**src/rtl/pm_pkg.sv**
```systemverilog
// Shared definitions for the power-monitor channel scanner.
// Contents: FSM state type and encodings, channel/frame geometry, the status
// register address and a helper that packs the status word.
// The scanner's optional undervoltage kill feature is enabled by defining
// PM_SCAN_KILL_EN. This package is the same in both builds.
package pm_pkg;

  localparam int PM_NUM_CHAN   = 8;
  localparam int PM_FRAME_BITS = 16;
  localparam logic [3:0] PM_STATUS_ADDR = 4'd8;

  typedef logic [1:0] pm_state_t;
  localparam pm_state_t ST_IDLE   = 2'd0;
  localparam pm_state_t ST_SETTLE = 2'd1;
  localparam pm_state_t ST_SHIFT  = 2'd2;
  localparam pm_state_t ST_STORE  = 2'd3;

  // The status fields occupy 17 bits:
  // [16:9] scan_count, [8:6] zero, [5:3] chan, [2] busy, [1] error, [0] kill_sw.
  // The upper 15 bits of the 32-bit word are zero.
  function automatic logic [31:0] pm_status_word(input logic [7:0] scan_count,
                                                 input logic [2:0] chan,
                                                 input logic       busy,
                                                 input logic       error,
                                                 input logic       kill_sw);
    return {15'h0, scan_count, 3'b000, chan, busy, error, kill_sw};
  endfunction

endpackage

```
**src/rtl/pm_bit_timer.sv**
```systemverilog
// Serial bit timer for the power-monitor scanner.
// Generates the serial clock phase and the sample strobe while enabled.
// The phase counter restarts at 0 on the first enabled clock.
// Ports:
//   clk, reset - system clock and synchronous active-high reset
//   en         - high while the scanner is shifting a frame
//   sclk       - low for the first BIT_DIV/2 clocks of a bit, high for the rest
//   sample     - asserted on the clock edge at which sclk goes high
//   bit_end    - asserted on the last clock of each bit period
module pm_bit_timer #(
  parameter int BIT_DIV = 16
) (
  input  logic clk,
  input  logic reset,
  input  logic en,
  output logic sclk,
  output logic sample,
  output logic bit_end
);

  localparam int HALF = BIT_DIV / 2;
  localparam int CW   = (BIT_DIV > 1) ? $clog2(BIT_DIV) : 1;

  logic [CW-1:0] phase_q, phase_d;

  always_comb begin
    phase_d = phase_q;
    if (!en)
      phase_d = '0;
    else if (phase_q == CW'(BIT_DIV - 1))
      phase_d = '0;
    else
      phase_d = phase_q + 1'b1;
  end

  always_ff @(posedge clk) begin
    if (reset)
      phase_q <= '0;
    else
      phase_q <= phase_d;
  end

  assign sclk    = en && (phase_q >= CW'(HALF));
  // The edge that ends phase HALF-1 is the edge where sclk rises.
  assign sample  = en && (phase_q == CW'(HALF - 1));
  assign bit_end = en && (phase_q == CW'(BIT_DIV - 1));

endmodule

```
**src/rtl/pm_channel_scanner.sv**
```systemverilog
// Power-monitor channel scanner.
// Steps through 8 mux channels. For each channel it waits for the analog
// path to settle, shifts in a 16-bit serial frame MSB first and stores it.
// The results are exposed on an Avalon slave with a registered read port.
// Optional feature: define PM_SCAN_KILL_EN to drive kill_sw from the
// channel-0 (main battery) undervoltage comparison. Without it, kill_sw is
// tied to 0.
// Ports:
//   clk, reset                      - clock, synchronous active-high reset
//   start                           - level-sensitive scan enable
//   data                            - serial bit from the power board
//   chipselect, read, address       - Avalon read request
//   readdata                        - registered read data, 1-cycle latency
//   mux                             - channel select
//   sclk                            - serial clock
//   kill_sw, error, busy            - status outputs
import pm_pkg::*;

module pm_channel_scanner #(
  parameter int          SETTLE_CYCLES = 64,
  parameter int          BIT_DIV       = 16,
  parameter logic [15:0] UNDERVOLT     = 16'h0A00
) (
  input  logic        clk,
  input  logic        reset,
  input  logic        start,
  input  logic        data,
  input  logic        chipselect,
  input  logic        read,
  input  logic [3:0]  address,
  output logic [31:0] readdata,
  output logic [2:0]  mux,
  output logic        sclk,
  output logic        kill_sw,
  output logic        error,
  output logic        busy
);

  localparam int SW = (SETTLE_CYCLES > 1) ? $clog2(SETTLE_CYCLES) : 1;

  pm_state_t                 state_q, state_d;
  logic [2:0]                chan_q, chan_d;
  logic [2:0]                mux_q, mux_d;
  logic [SW-1:0]             settle_q, settle_d;
  logic [3:0]                bitcnt_q, bitcnt_d;
  logic [PM_FRAME_BITS-1:0]  shift_q, shift_d;
  logic [PM_FRAME_BITS-1:0]  chan_reg_q [PM_NUM_CHAN];
  logic [PM_FRAME_BITS-1:0]  chan_reg_d [PM_NUM_CHAN];
  logic [7:0]                scan_count_q, scan_count_d;
  logic                      error_q, error_d;
  logic [31:0]               rdata_q, rdata_d;
  logic                      err_set, status_rd;
  logic                      sample, bit_end;

  pm_bit_timer #(.BIT_DIV(BIT_DIV)) u_bit_timer (
    .clk     (clk),
    .reset   (reset),
    .en      (state_q == ST_SHIFT),
    .sclk    (sclk),
    .sample  (sample),
    .bit_end (bit_end)
  );

  assign busy     = (state_q != ST_IDLE);
  assign mux      = mux_q;
  assign error    = error_q;
  assign readdata = rdata_q;

  always_comb begin
    state_d      = state_q;
    chan_d       = chan_q;
    mux_d        = mux_q;
    settle_d     = settle_q;
    bitcnt_d     = bitcnt_q;
    shift_d      = shift_q;
    chan_reg_d   = chan_reg_q;
    scan_count_d = scan_count_q;
    err_set      = 1'b0;

    case (state_q)
      ST_IDLE: begin
        if (start) begin
          state_d  = ST_SETTLE;
          mux_d    = chan_q;
          settle_d = SW'(SETTLE_CYCLES - 1);
        end
      end
      ST_SETTLE: begin
        if (settle_q == '0) begin
          state_d  = ST_SHIFT;
          bitcnt_d = 4'(PM_FRAME_BITS - 1);
        end else begin
          settle_d = settle_q - 1'b1;
        end
      end
      ST_SHIFT: begin
        if (sample)
          shift_d = {shift_q[PM_FRAME_BITS-2:0], data};
        if (bit_end) begin
          if (bitcnt_q == '0)
            state_d = ST_STORE;
          else
            bitcnt_d = bitcnt_q - 1'b1;
        end
      end
      ST_STORE: begin
        chan_reg_d[chan_q] = shift_q;
        err_set            = shift_q[PM_FRAME_BITS-1];
        chan_d             = chan_q + 1'b1;
        // The mux follows the next channel even when the scan stops here.
        mux_d              = chan_q + 1'b1;
        if (chan_q == 3'd7)
          scan_count_d = scan_count_q + 1'b1;
        if (start) begin
          state_d  = ST_SETTLE;
          settle_d = SW'(SETTLE_CYCLES - 1);
        end else begin
          state_d  = ST_IDLE;
        end
      end
      default: state_d = ST_IDLE;
    endcase
  end

  // Sticky error: a status read clears it, but a new error on the same clock wins.
  always_comb begin
    status_rd = chipselect && read && (address == PM_STATUS_ADDR);
    error_d   = error_q;
    if (err_set)
      error_d = 1'b1;
    else if (status_rd)
      error_d = 1'b0;
  end

  always_comb begin
    rdata_d = rdata_q;
    if (chipselect && read) begin
      if (!address[3])
        rdata_d = {16'h0, chan_reg_q[address[2:0]]};
      else if (address == PM_STATUS_ADDR)
        rdata_d = pm_status_word(scan_count_q, chan_q, busy, error_q, kill_sw);
      else
        rdata_d = 32'h0;
    end
  end

  always_ff @(posedge clk) begin
    if (reset) begin
      state_q      <= ST_IDLE;
      chan_q       <= '0;
      mux_q        <= '0;
      settle_q     <= '0;
      bitcnt_q     <= '0;
      shift_q      <= '0;
      scan_count_q <= '0;
      error_q      <= 1'b0;
      rdata_q      <= '0;
      for (int i = 0; i < PM_NUM_CHAN; i++)
        chan_reg_q[i] <= '0;
    end else begin
      state_q      <= state_d;
      chan_q       <= chan_d;
      mux_q        <= mux_d;
      settle_q     <= settle_d;
      bitcnt_q     <= bitcnt_d;
      shift_q      <= shift_d;
      scan_count_q <= scan_count_d;
      error_q      <= error_d;
      rdata_q      <= rdata_d;
      for (int i = 0; i < PM_NUM_CHAN; i++)
        chan_reg_q[i] <= chan_reg_d[i];
    end
  end

`ifdef PM_SCAN_KILL_EN
  logic kill_q, kill_d;

  // Only a completed channel-0 frame may move the kill switch.
  always_comb begin
    kill_d = kill_q;
    if ((state_q == ST_STORE) && (chan_q == 3'd0))
      kill_d = (shift_q[14:0] < UNDERVOLT[14:0]);
  end

  always_ff @(posedge clk) begin
    if (reset)
      kill_q <= 1'b0;
    else
      kill_q <= kill_d;
  end

  assign kill_sw = kill_q;
`else
  assign kill_sw = 1'b0;
`endif

endmodule

```
**config.mk**
```make
export PLATFORM = sky130hd
export DESIGN_NAME = pm_channel_scanner
export DESIGN_NICKNAME = d
export VERILOG_FILES = /design/src/rtl/pm_pkg.sv /design/src/rtl/pm_bit_timer.sv /design/src/rtl/pm_channel_scanner.sv
export SDC_FILE = /design/constraint.sdc
export NUM_CORES = 1
export LEC_CHECK = 0
export BUFFER_PORTS_ARGS = -buffer_cell sky130_fd_sc_hd__buf_4
export CORE_MARGIN = 5
export CORE_UTILIZATION = 40
export DETAILED_ROUTE_END_ITERATION = 16
export PLACE_DENSITY = 0.6
export SETUP_SLACK_MARGIN = 0.5
export SYNTH_ARGS = -nofsm -noshare
export SYNTH_HDL_FRONTEND = slang
export SYNTH_SLANG_ARGS = --single-unit
export TNS_END_PERCENT = 5
```
**constraint.sdc**
```tcl
create_clock -name clk -period 2.2 [get_ports clk]
set_input_delay 0.11 -clock clk [delete_from_list [all_inputs] [get_ports clk]]
set_output_delay 0.11 -clock clk [all_outputs]
set_load 0.005 [all_outputs]
```
# After elaboration in Yosys (flattened, before gate mapping)

Cells that the tools add are included.

Logic and storage cells: 92
Register bits: 207
Output and inout port bits: 39
Input port bits: 10

Order comparisons: 4
Mux-type cells: 26
Reductions and logical operators: 22
Bitwise operators: 3
Add/sub/neg operators: 5
Equality and inequality tests: 14

Operator list:

| kind                                                               | number |
|---|---|
| 128-bit bitwise mux                                                | 1 |
| 16-bit binary-select mux with 3-bit select                         | 1 |
| 16-bit demux with 3-bit select                                     | 1 |
| 16-bit two-way mux                                                 | 3 |
| 17-bit two-way mux                                                 | 2 |
| 4-bit >= comparator, second input constant                         | 3 |
| 4-bit two-way mux                                                  | 3 |
| 6-bit two-way mux                                                  | 2 |
| 2-bit != test, second input constant                               | 6 |
| 6-bit case mux with 2 select lines                                 | 1 |
| 2-bit nonzero test                                                 | 5 |
| 8-bit by 1-bit adder with 8-bit output, second input constant      | 1 |
| 4-bit == test, second input constant                               | 2 |
| 2-bit two-way mux                                                  | 4 |
| 3-bit inverter with 4-bit output                                   | 2 |
| 2-bit case mux with 4 select lines                                 | 1 |
| 4-bit case mux with 2 select lines                                 | 1 |
| 4-bit AND reduction                                                | 2 |
| 1-bit logical AND                                                  | 6 |
| 6-bit zero test                                                    | 1 |
| 3-bit case mux with 2 select lines                                 | 1 |
| 2-bit AND reduction                                                | 3 |
| 6-bit by 1-bit subtractor with 6-bit output, second input constant | 1 |
| 4-bit by 1-bit adder with 4-bit output, second input constant      | 1 |
| other kinds (16)                                                   | 20 |

# Longest topological paths before layout

Depth in word-level cells: 6
Mapped depth: 7
Depth with buffers taken out: 6

# Cells and area by module

From an unflattened synthesis, not the netlist that was laid out.

Cell total of the unflattened synthesis: 1000
Area, all modules: 8348.0 µm²

By module, submodules not included:

| module             | sequential area each (µm²) | times used | cells an instance | area each (µm²) |
|---|---|---|---|---|
| pm_channel_scanner | 3763.6                     | 1          | 979               | 8156.6 |
| pm_bit_timer       | 80.1                       | 1          | 21                | 191.4 |

# Least setup slack after synthesis

No wires, ideal clock.

Path type: flip-flop to flip-flop
From: register state_q[0]
To: register bitcnt_q[3]
Slack: 0.542 ns
Arrival time: 1.538 ns
Path buffers: 0
Stages on the path, launching flop included: 7
Library setup time: 0.120 ns
Clock period less this slack: 1.658 ns
Required time: 2.080 ns
Cells stage by stage: dfxtp_1 -> inv_1 -> ha_1 -> and4bb_1 -> a211oi_4 -> a21oi_1 -> a211o_1

Cells in the longest elaborated chain, start to end: 4
Elaborated cells on any way between the ends: 9
Those cells by class: 5 x eq/ne; 1 x mux; 3 x reduce/logical

RTL lines:

| what                                 | RTL line                                           | text |
|---|---|---|
| from (decl)                          | pm_channel_scanner.sv:41                           | `pm_state_t state_q, state_d;` |
| from (signal assigned)               | pm_channel_scanner.sv:161                          | `state_q <= state_d;` |
| 2-bit == test                        | pm_channel_scanner.sv:58, pm_channel_scanner.sv:80 |  |
| 1-bit logical AND                    | pm_bit_timer.sv:46                                 | `assign bit_end = en && (phase_q == CW'(BIT_DIV - 1));` |
| 2-bit != test (no source line)       | --                                                 |  |
| 4-bit AND reduction (no source line) | --                                                 |  |
| to (signal assigned)                 | pm_channel_scanner.sv:165                          | `bitcnt_q <= bitcnt_d;` |
| to (decl)                            | pm_channel_scanner.sv:45                           | `logic [3:0] bitcnt_q, bitcnt_d;` |

Several ways; a longest one is shown, not always the timed one.
A chain may end at the register's enable or synchronous reset.

# Final worst setup path

From: register state_q[1]
To: register settle_q[3]

Cells in the longest elaborated chain, start to end: 4
Elaborated cells on any way between the ends: 9
Those cells by class: 4 x eq/ne; 1 x mux; 4 x reduce/logical

RTL lines:

| what                                                                                            | RTL line                  | text |
|---|---|---|
| 2-bit == test or 2-bit zero test (tied branches)                                                | pm_channel_scanner.sv:80  | `case (state_q)` |
| 2-bit OR reduction (no source line)                                                             | --                        |  |
| 2-bit by 1-bit != test with 1-bit output (no source line) or 2-bit nonzero test (tied branches) | --                        |  |
| 3-bit AND reduction (no source line)                                                            | --                        |  |
| to (signal assigned)                                                                            | pm_channel_scanner.sv:164 | `settle_q <= settle_d;` |
| to (decl)                                                                                       | pm_channel_scanner.sv:44  | `logic [SW-1:0] settle_q, settle_d;` |

Several ways; a longest one is shown, not always the timed one.

==> impl_metrics.toml <==
[run_status]
status = "complete, no violations"

[clock_network]
cts_buffer_depth = 2
htreeDepth = 4
clk_latency_ps = 430
cts_tree = "built"
root_buffer = "clkbuf_16"
numCtsBuffers = 17
cts.sinks = 192
clk_pin_slew_ps = 70

[worst_setup_path]
cp_max_fo = 4
slowest_delay_ps = 370
cp.required_ps = 2530
cpLargestDelayFamily = "compound AO/OA/AOI/OAI gates"
critPathSlowestCell = "dfxtp_4"
worst_setup_path_start_kind = "register"
cp.buffers_inverters = 2
cp-end-kind = "register"
cp_cell_sequence = "inv_1 -> ha_4 -> nor2_1 -> a311oi_4 -> buf_4 -> a21oi_1 -> a311oi_1"
path_class = "reg -> reg"
crit_arrival_ps = 1990

[global_route]
use_met2_pct = 29.1
antenna_found_initial = 0
grt.total_usage_pct = 17.6
globalRoute.totalOverflow = 0
use_met1_pct = 23.9
use_met3_pct = 3.07
grt_max_degree = 158
grt_pass1_wl_mm = 34.3
top_usage_layer = "met2"
grt_pass1_vias = 6399

[pwr]
powerDensity_mw_per_mm2 = 837
power_uw = 8040
p_leak_uw = 0.00326
power.switching_uw = 2310
pwr-share-comb_pct = 18.6
power.share.clock_pct = 34.8
swShare_pct = 28.7
p_int_uw = 5730
vdd_ir_drop_max_uv = 494
sequentialPowerShare_pct = 46.6

[logic_synthesis]
synth_compound_area_share_pct = 15.6
yosysWarnings = 0
netlist_instances = 1006
ys_seq_area_share_pct = 44.8
yosys-top-cells-area = "dfxtp_1 (45%), nand2_1 (14%), a21oi_1 (9.2%)"
synth-main-ff-cell = "dfxtp_1"
synth_edf_count = 0
synthSimpleGateAreaFrac_pct = 20.4
synth_top_area_share_pct = 44.8
avgSynthCellArea_um2 = 8.53
yosys.area_share.xor_xnor_pct = 0.816
synth-async-reset-ratio_pct = 0
synth_top_cell_by_area = "dfxtp_1"
synth_area_mm2 = 0.00858
synth_top_family_by_area = "simple AND/OR/NAND/NOR gates"
ys_types = 62
synth.most_common_cell = "nand2_1"
muxShareOfSynthArea_pct = 9.78
ys_ff_latch = 192
synth_commonest_cells = "nand2_1 (310), dfxtp_1 (192), a21oi_1 (157)"
synth_fa_ha_area_share_pct = 1.75

[routing]
drt_iter0_drc = 547
wire_per_inst_um = 16.5
drc = 0
firstDrtPassIters = 5
avgViaCountPerCell = 5.17
vias = 6715
postRouteAntennaNets = 0
wl_mm = 21.4

[timing]
max_freq_mhz = 601
fin_crit_sh_pct = 75.7
drv_slew = 0
fin_ws_ps = 535
setup_viol = 0
min_period_ps = 1660
skew_ps = 10.1
hold_viol = 0
rsz0062_at_grt = "yes"
fin_tns_setup_ps = 0
worstMarginPinSlew_ps = 767
maxSlewHeadroom_pct = 48.9

[floorplanning]
dieArea_mm2 = 0.0245
io_pins = 49
die_w_um = 156
num_rows = 53
die_h_um = 156
start_util_pct = 40.7
core_area_mm2 = 0.0211

[place]
numPortBuffers = 32
place_congestion = 0.798
dp_slack_ps = 263
dp_hpwl_mm = 13.5

[final_layout]
areaGrowthSynthToFinish_pct = 12.0
utilization_pct = 45.6
num_antenna_cells = 0
drive_gt1_share_pct = 15.1
fin_nets = 1035

[min_path]
hold_class = "in -> reg"

[flow_run]
cap_violations = 0
-- flip-flops by register name (all words and copies together), names as in the netlist --
signal / count
mux: 3
u_bit_timer.phase_q: 4
error: 1
state_q: 2
bitcnt_q: 4
settle_q: 6
shift_q: 16
readdata: 17
chan_reg_q: 128
chan_q: 3
scan_count_q: 8
-- final timing paths --
kind                                                from  slack (ps)  cells after the start                         to
worst max register to register   state_q[1]$_SDFFE_PP0P_         540                      7   settle_q[3]$_SDFFE_PP0P_
worst min register to register  readdata[0]$_SDFFE_PP0P_         450                      2   readdata[0]$_SDFFE_PP0P_
worst max-delay path             state_q[1]$_SDFFE_PP0P_         540                      7   settle_q[3]$_SDFFE_PP0P_
worst min-delay path                               reset          20                      2  readdata[16]$_SDFFE_PP0P_
-- power by group through the flow --
stage                     combinational [uW]  clock [uW]  sequential, uW
after detailed placement                1250           0            3800
after floorplan                          996           0            3780
after global routing                    1650        2980            3770
final                                   1490        2800            3750
after CTS                               1370        2840            3730
after global placement                  1250           0            3800
-- cell usage in the layout, fill, tap and decap left out, types with 3 or more instances in the layout --
| cell | instances |
|---|---|
| nand2_1 | 310 |
| dfxtp_1 | 186 |
| a21oi_1 | 157 |
| buf_4 | 61 |
| mux2i_1 | 31 |
| nor2_1 | 20 |
| mux4_2 | 20 |
| clkbuf_16 | 17 |
| conb_1 | 16 |
| a211oi_1 | 14 |
| nor3_1 | 13 |
| a22oi_1 | 13 |
| inv_1 | 10 |
| o21ai_1 | 10 |
| nand3_1 | 8 |
| o21ai_0 | 8 |
| nand2b_1 | 7 |
| o32ai_1 | 7 |
| ha_1 | 7 |
| mux2_1 | 6 |
| o22ai_1 | 6 |
| xnor2_1 | 5 |
| dfxtp_2 | 5 |
| nor2_4 | 4 |
| a311oi_1 | 4 |
| buf_6 | 4 |
| and2_1 | 3 |
| nand3_2 | 3 |
| nand4_1 | 3 |
| or3_1 | 3 |
| xor2_1 | 3 |
| ha_4 | 3 |
| inv_6 | 3 |
| clkinv_2 | 3 |
| clkinv_4 | 3 |
| buf_12 | 3 |
-- stage by stage --
step	hold WS [ps]	cells	area (um^2)
after floorplan	246	1021	8640
after global placement	371	1264	8960
after detailed placement	377	1264	8960
after CTS	4.56	1296	9540
after global routing	31.9	1298	9610
final	19.7	1298	9610
-- per-layer routing --
layer	part of all wire [%]	up-vias
met4	1.5	0
met1	46	3178
met5	0	-
li1	-	3402
met2	48	114
met3	4.0	21
-- cell type report --
cell class / instances / area, um^2
fillers: 2018 / 11500
multi-input cells: 722 / 4280
flip-flops and latches: 192 / 3850
repair buffers: 69 / 573
clock buffers: 18 / 429
well taps: 275 / 344
clock inverters: 11 / 86.3
inverters: 11 / 41.3
-- what timing repair did --
item / in CTS / in global routing
hold buffers: 1 / 0
pin swaps: 1 / 7
buffers inserted: 2 / 2
endpoints found under the hold margin: 1 / 0
gates cloned: 0 / 0
gates resized for setup: 9 / 16
endpoints found under the setup margin: 65 / 50
-- kinds of logic (layout without fill, tap and decap cells) --
group / Yosys count / count (layout)
adder cells (fa/ha/maj): 12 / 12
buffers and inverters: 107 / 109
AO/OA/AOI/OAI: 230 / 230
multiplexers: 58 / 58
XOR/XNOR: 8 / 8
flip-flops: 192 / 192
other: 1 / 16
AND/OR/NAND/NOR: 398 / 398
No activity file was read; power rests on OpenSTA's default activity.
